--- src/rtl/bambu_mem_port_initiator.sv ---
// bambu_mem_port_initiator: single-lane master for the Bambu minimal-memory bus.
// Accepts one request at a time, runs the bus until M_DataRdy or timeout, then returns a response.
module bambu_mem_port_initiator #(
  parameter int ADDR_W  = 9,
  parameter int DATA_W  = 32,
  parameter int SIZE_W  = 6,
  parameter int TIMEOUT = 255
) (
  input  logic              clock,
  input  logic              reset,
  input  logic              req_valid,
  output logic              req_ready,
  input  logic              req_we,
  input  logic [ADDR_W-1:0] req_addr,
  input  logic [DATA_W-1:0] req_wdata,
  input  logic [SIZE_W-1:0] req_size,
  output logic              rsp_valid,
  input  logic              rsp_ready,
  output logic [DATA_W-1:0] rsp_rdata,
  output logic              rsp_err,
  output logic              Mout_oe_ram,
  output logic              Mout_we_ram,
  output logic [ADDR_W-1:0] Mout_addr_ram,
  output logic [DATA_W-1:0] Mout_Wdata_ram,
  output logic [SIZE_W-1:0] Mout_data_ram_size,
  input  logic [DATA_W-1:0] M_Rdata_ram,
  input  logic              M_DataRdy,
  output logic              busy
);
  localparam int CW = $clog2(TIMEOUT + 1);
  typedef enum logic [1:0] {IDLE, ACCESS, RESP} state_t;
  state_t state_q, state_d;
  logic [CW-1:0] cnt_q, cnt_d;
  logic oe_q, oe_d, we_q, we_d, err_q, err_d, legal, tout;
  logic [ADDR_W-1:0] addr_q, addr_d;
  logic [DATA_W-1:0] wdata_q, wdata_d, rdata_q, rdata_d;
  logic [SIZE_W-1:0] size_q, size_d;
  function automatic logic [DATA_W-1:0] mask_of(input logic [SIZE_W-1:0] s);
    return (int'(s) >= DATA_W) ? '1 : (DATA_W'(1) << s) - DATA_W'(1);
  endfunction
  assign legal = (int'(req_size) == 8 || int'(req_size) == 16 || int'(req_size) == 32)
                 && int'(req_size) <= DATA_W;
  assign tout  = cnt_q == CW'(TIMEOUT - 1);
  always_comb begin
    state_d = state_q;
    cnt_d   = cnt_q;
    oe_d    = oe_q;
    we_d    = we_q;
    addr_d  = addr_q;
    wdata_d = wdata_q;
    size_d  = size_q;
    rdata_d = rdata_q;
    err_d   = err_q;
    case (state_q)
      IDLE: if (req_valid) begin
        rdata_d = '0;
        err_d   = !legal;
        state_d = legal ? ACCESS : RESP;
        if (legal) begin
          addr_d  = req_addr;
          wdata_d = req_wdata & mask_of(req_size);
          size_d  = req_size;
          oe_d    = !req_we;
          we_d    = req_we;
          cnt_d   = '0;
        end
      end
      ACCESS: begin
        cnt_d = cnt_q + CW'(1);
        // a late M_DataRdy on the timeout edge still counts as success
        if (M_DataRdy || tout) begin
          oe_d    = 1'b0;
          we_d    = 1'b0;
          err_d   = !M_DataRdy;
          rdata_d = (M_DataRdy && oe_q) ? M_Rdata_ram & mask_of(size_q) : '0;
          state_d = RESP;
        end
      end
      RESP: state_d = rsp_ready ? IDLE : RESP;
      default: state_d = IDLE;
    endcase
  end
  always_ff @(posedge clock or negedge reset) begin
    if (!reset) begin
      state_q <= IDLE;
      cnt_q   <= '0;
      oe_q    <= 1'b0;
      we_q    <= 1'b0;
      addr_q  <= '0;
      wdata_q <= '0;
      size_q  <= '0;
      rdata_q <= '0;
      err_q   <= 1'b0;
    end else begin
      state_q <= state_d;
      cnt_q   <= cnt_d;
      oe_q    <= oe_d;
      we_q    <= we_d;
      addr_q  <= addr_d;
      wdata_q <= wdata_d;
      size_q  <= size_d;
      rdata_q <= rdata_d;
      err_q   <= err_d;
    end
  end
  assign req_ready          = state_q == IDLE;
  assign rsp_valid          = state_q == RESP;
  assign busy               = state_q != IDLE;
  assign rsp_rdata          = rdata_q;
  assign rsp_err            = err_q;
  assign Mout_oe_ram        = oe_q;
  assign Mout_we_ram        = we_q;
  assign Mout_addr_ram      = addr_q;
  assign Mout_Wdata_ram     = wdata_q;
  assign Mout_data_ram_size = size_q;
endmodule

--- config.mk ---
export PLATFORM = sky130hd
export DESIGN_NAME = bambu_mem_port_initiator
export DESIGN_NICKNAME = d
export VERILOG_FILES = /design/src/rtl/bambu_mem_port_initiator.sv
export SDC_FILE = /design/constraint.sdc
export NUM_CORES = 1
export LEC_CHECK = 0
export ABC_CLOCK_PERIOD_IN_PS = 4400
export CAP_MARGIN = 20
export CORE_MARGIN = 2
export CORE_UTILIZATION = 40
export DETAILED_ROUTE_END_ITERATION = 10
export PLACE_DENSITY_LB_ADDON = 0.1
export RECOVER_POWER = 25
export SYNTH_ARGS = -nofsm -noshare
export SYNTH_HDL_FRONTEND = slang
export SYNTH_SLANG_ARGS = --single-unit
export TNS_END_PERCENT = 5
--- constraint.sdc ---
create_clock -name clock -period 4.4 [get_ports clock]
set_input_delay 0.66 -clock clock [delete_from_list [all_inputs] [get_ports clock]]
set_output_delay 0.66 -clock clock [all_outputs]
set_load 0.05 [all_outputs]
==> impl_metrics.ini <==
[status]
status = finished, violations left
violations = max-capacitance violations, max-slew violations

[clock_tree]
clock-root-buffer = clkbuf_16
postCtsSetupBuffers = 0
tritoncts_num_sinks = 92
hold_buffers = 0
clk_path_buf_depth = 2
post_cts_resized = 0
insertion_delay_ps = 340
htreeDepth = 3
cts_tree = done
cts.clk_slew.worst_paths_ps = 70
cts_inserted_buffers = 9

[sta]
grt_setup_unrepaired = false
finalCriticalPeriod_ps = 3210
fin_skew_ps = 3.01
drv_slew = 56
fin_tns_setup_ps = 0
tightest_slew_ps = 3000
slew-limit-headroom = -1.00
finalSetupViolCount = 0
hold_viol = 0
fin_crit_sh = 0.730
max_freq_ghz = 0.311

[detailed_routing]
avgViaCountPerCell = 5.46
dr_total_vias = 4791
drtIter0Drc = 269
drc = 0
antenna_left = 0
wirelength_mm = 14.6
wl_per_cell_um = 16.6
dr.pass1.iters = 6

[synth]
syn_area_mm2 = 0.00504
synth_area_per_cell_um2 = 8.90
syn-num-nets = 655
synth.distinct_cells = 68
synth_edf_count = 0
yosysSeqAreaShare = 0.457
synth_warnings = 0
synthArstFlopShare = 1.00
synthFlopType = dfrtp_1
ys_ff_latch = 92
synth_cells = 566

[floorplan]
die_w_um = 116
ios = 170
rows = 40
start_util = 0.414
core_mm2 = 0.0122
die_height_um = 116
die_area_mm2 = 0.0135

[critical_path]
start_kind = flop
end_kind = flop
critPathRequiredTime_ps = 4630
path_max_fanout = 22
crit_type = reg2reg
cp.arrival_ps = 3440

[placed_design]
io_buffers = 169
place_hpwl_mm = 10.1
dp.cells = 861
gp_congestion = 0.873

[cells_and_area]
finalNetCount = 794
antenna_cells = 0
area_growth_pct = 39.6
drive_gt1_frac = 0.0564
fin_cells = 877
fill_cells = 1097

[grt]
grt_max_degree = 68
grt_pass1_wl_mm = 23.0
grt_use_total = 0.217
grt_pass1_vias = 4606
gr-total-overflow = 0
grt_antenna_before_repair = 0

[power_and_ir_drop]
power_density_mw_per_mm2 = 461
seqPwrFrac = 0.343
vdd.ir_drop.worst_mv = 0.239
pwr-share-comb = 0.413
leakagePower_nw = 2.96
swShare = 0.408
p_switching_mw = 1.32
power_frac_clock = 0.244
p_int_mw = 1.92
power.total_mw = 3.24

[job]
drv_cap = 1

[min_path]
hp-class = reg2reg
==> power by group through the flow <==
stage / clock network [mW] / logic, mW / registers, mW
floorplan: 0 / 0.518 / 1.47
finish: 0.793 / 1.34 / 1.11
global placement: 0 / 1.31 / 1.12
global route: 0.853 / 1.44 / 1.13
CTS: 0.812 / 1.33 / 1.11
detailed placement: 0 / 1.33 / 1.13
==> path summary, 6_finish.rpt <==
path / startpoint / endpoint / slack, ps / cells after the start
worst max-delay path: Mout_data_ram_size[1] / rsp_rdata[18] / 1190 / 8
worst min-delay path: Mout_Wdata_ram[0] / Mout_Wdata_ram[0] / 470 / 2
worst max register to register: Mout_data_ram_size[1] / rsp_rdata[18] / 1190 / 8
worst min register to register: Mout_Wdata_ram[0] / Mout_Wdata_ram[0] / 470 / 2
max in group asynchronous: reset / rsp_rdata[20] / 1310 / 2
min in group asynchronous: reset / cnt_q[4] / 1280 / 1
==> final cells by class <==
cell class,instances,area (um^2),share of cell area
clock buffers,10,239,0.0340
multi-input cells,415,2420,0.343
repair buffers,178,1770,0.252
inverters,9,33.8,0.00480
clock inverters,5,60.1,0.00854
well taps,168,210,0.0299
flip-flops and latches,92,2300,0.327
==> worst max-delay path, stage by stage, from the launching register on <==
cell	delay [ps]
dfrtp_1	780
nor3_1	250
nand3_1	180
ha_1	580
clkinv_1	440
nand2_1	160
o22ai_1	100
a211o_1	340
a32o_1	260
==> Yosys cell counts (all sizes together), types with 3 or more instances <==
library cell | count | area (um^2)
nand2b | 10 | 62.6
a21o | 4 | 30.0
nand3b | 3 | 22.5
clkbuf | 23 | 86.3
or3 | 4 | 25.0
nor2 | 33 | 126
or2 | 6 | 40.0
a21boi | 3 | 22.5
a22o | 7 | 61.3
buf | 27 | 201
a32o | 24 | 240
o21a | 3 | 22.5
mux2 | 3 | 33.8
o21ai | 57 | 285
and2 | 5 | 32.5
nor3 | 12 | 71.3
nor2b | 12 | 75.1
inv | 8 | 30.0
a211o | 3 | 26.3
dfrtp | 92 | 2300
nand2 | 119 | 447
ha | 4 | 50.1
o31ai | 7 | 52.6
nand3 | 19 | 95.1
o22ai | 3 | 18.8
mux2i | 5 | 50.1
a21oi | 25 | 125
nor4 | 4 | 25.0
a221o | 3 | 30.0
==> stage by stage <==
| step | instance area (um^2) | utilization | setup WS (ps) | hold WS, ps |
|---|---|---|---|---|
| after detailed placement | 6710 | 0.552 | 961 | 456 |
| after CTS | 7010 | 0.576 | 1220 | 390 |
| after global routing | 7030 | 0.578 | 730 | 499 |
| after floorplan | 5040 | - | 1710 | 364 |
| after global placement | 6710 | 0.552 | 1050 | 452 |
| final | 7030 | 0.578 | 1190 | 467 |
==> logic make-up after synthesis <==
kind of cell               synth area share
DFF                                   0.457
adders and majority gates           0.00994
buffers and inverters                0.0638
muxes                                0.0166
and+or+nand+nor                       0.214
AOI/OAI and AO/OA                     0.232
xor gates and xnor gates            0.00696
==> cells in the final DEF, fill, tap and decap left out, types with 3 or more instances in the layout <==
master | Yosys | layout
o21a_1 | 3 | 3
dfrtp_1 | 92 | 92
nor3_1 | 11 | 11
o22ai_1 | 3 | 3
nor2b_1 | 12 | 12
a221o_1 | 3 | 3
o31ai_1 | 7 | 7
inv_1 | 8 | 8
nand2b_1 | 10 | 10
a21o_1 | 4 | 4
mux2_2 | 3 | 3
a211o_1 | 3 | 3
and2_1 | 4 | 4
ha_1 | 4 | 4
buf_4 | 1 | 8
a21oi_1 | 25 | 25
nor4_1 | 4 | 4
nand3_1 | 19 | 19
a22o_1 | 7 | 7
o21ai_0 | 50 | 50
mux2i_1 | 5 | 5
or3_1 | 4 | 4
a32o_1 | 24 | 24
clkbuf_16 | 0 | 9
nand2_1 | 119 | 119
a21boi_0 | 3 | 3
o21ai_1 | 7 | 7
clkdlybuf4s50_1 | 0 | 168
or2_2 | 3 | 3
nand3b_1 | 3 | 3
nor2_1 | 32 | 31
==> flip-flops by register name, summed over array words and instances (netlist names) <==
register,count
cnt_q,8
rsp_err,1
rsp_rdata,32
Mout_we_ram,1
Mout_oe_ram,1
state_q,2
Mout_data_ram_size,6
Mout_addr_ram,9
Mout_Wdata_ram,32
==> metal layers <==
metal,up-vias,global-route usage,part of all wire
met4,0,0.0778,0.016
met5,-,0,0
li1,2296,-,-
met2,190,0.334,0.47
met3,19,0.0566,0.076
met1,2286,0.297,0.44
No activity file was read; power rests on OpenSTA's default activity.
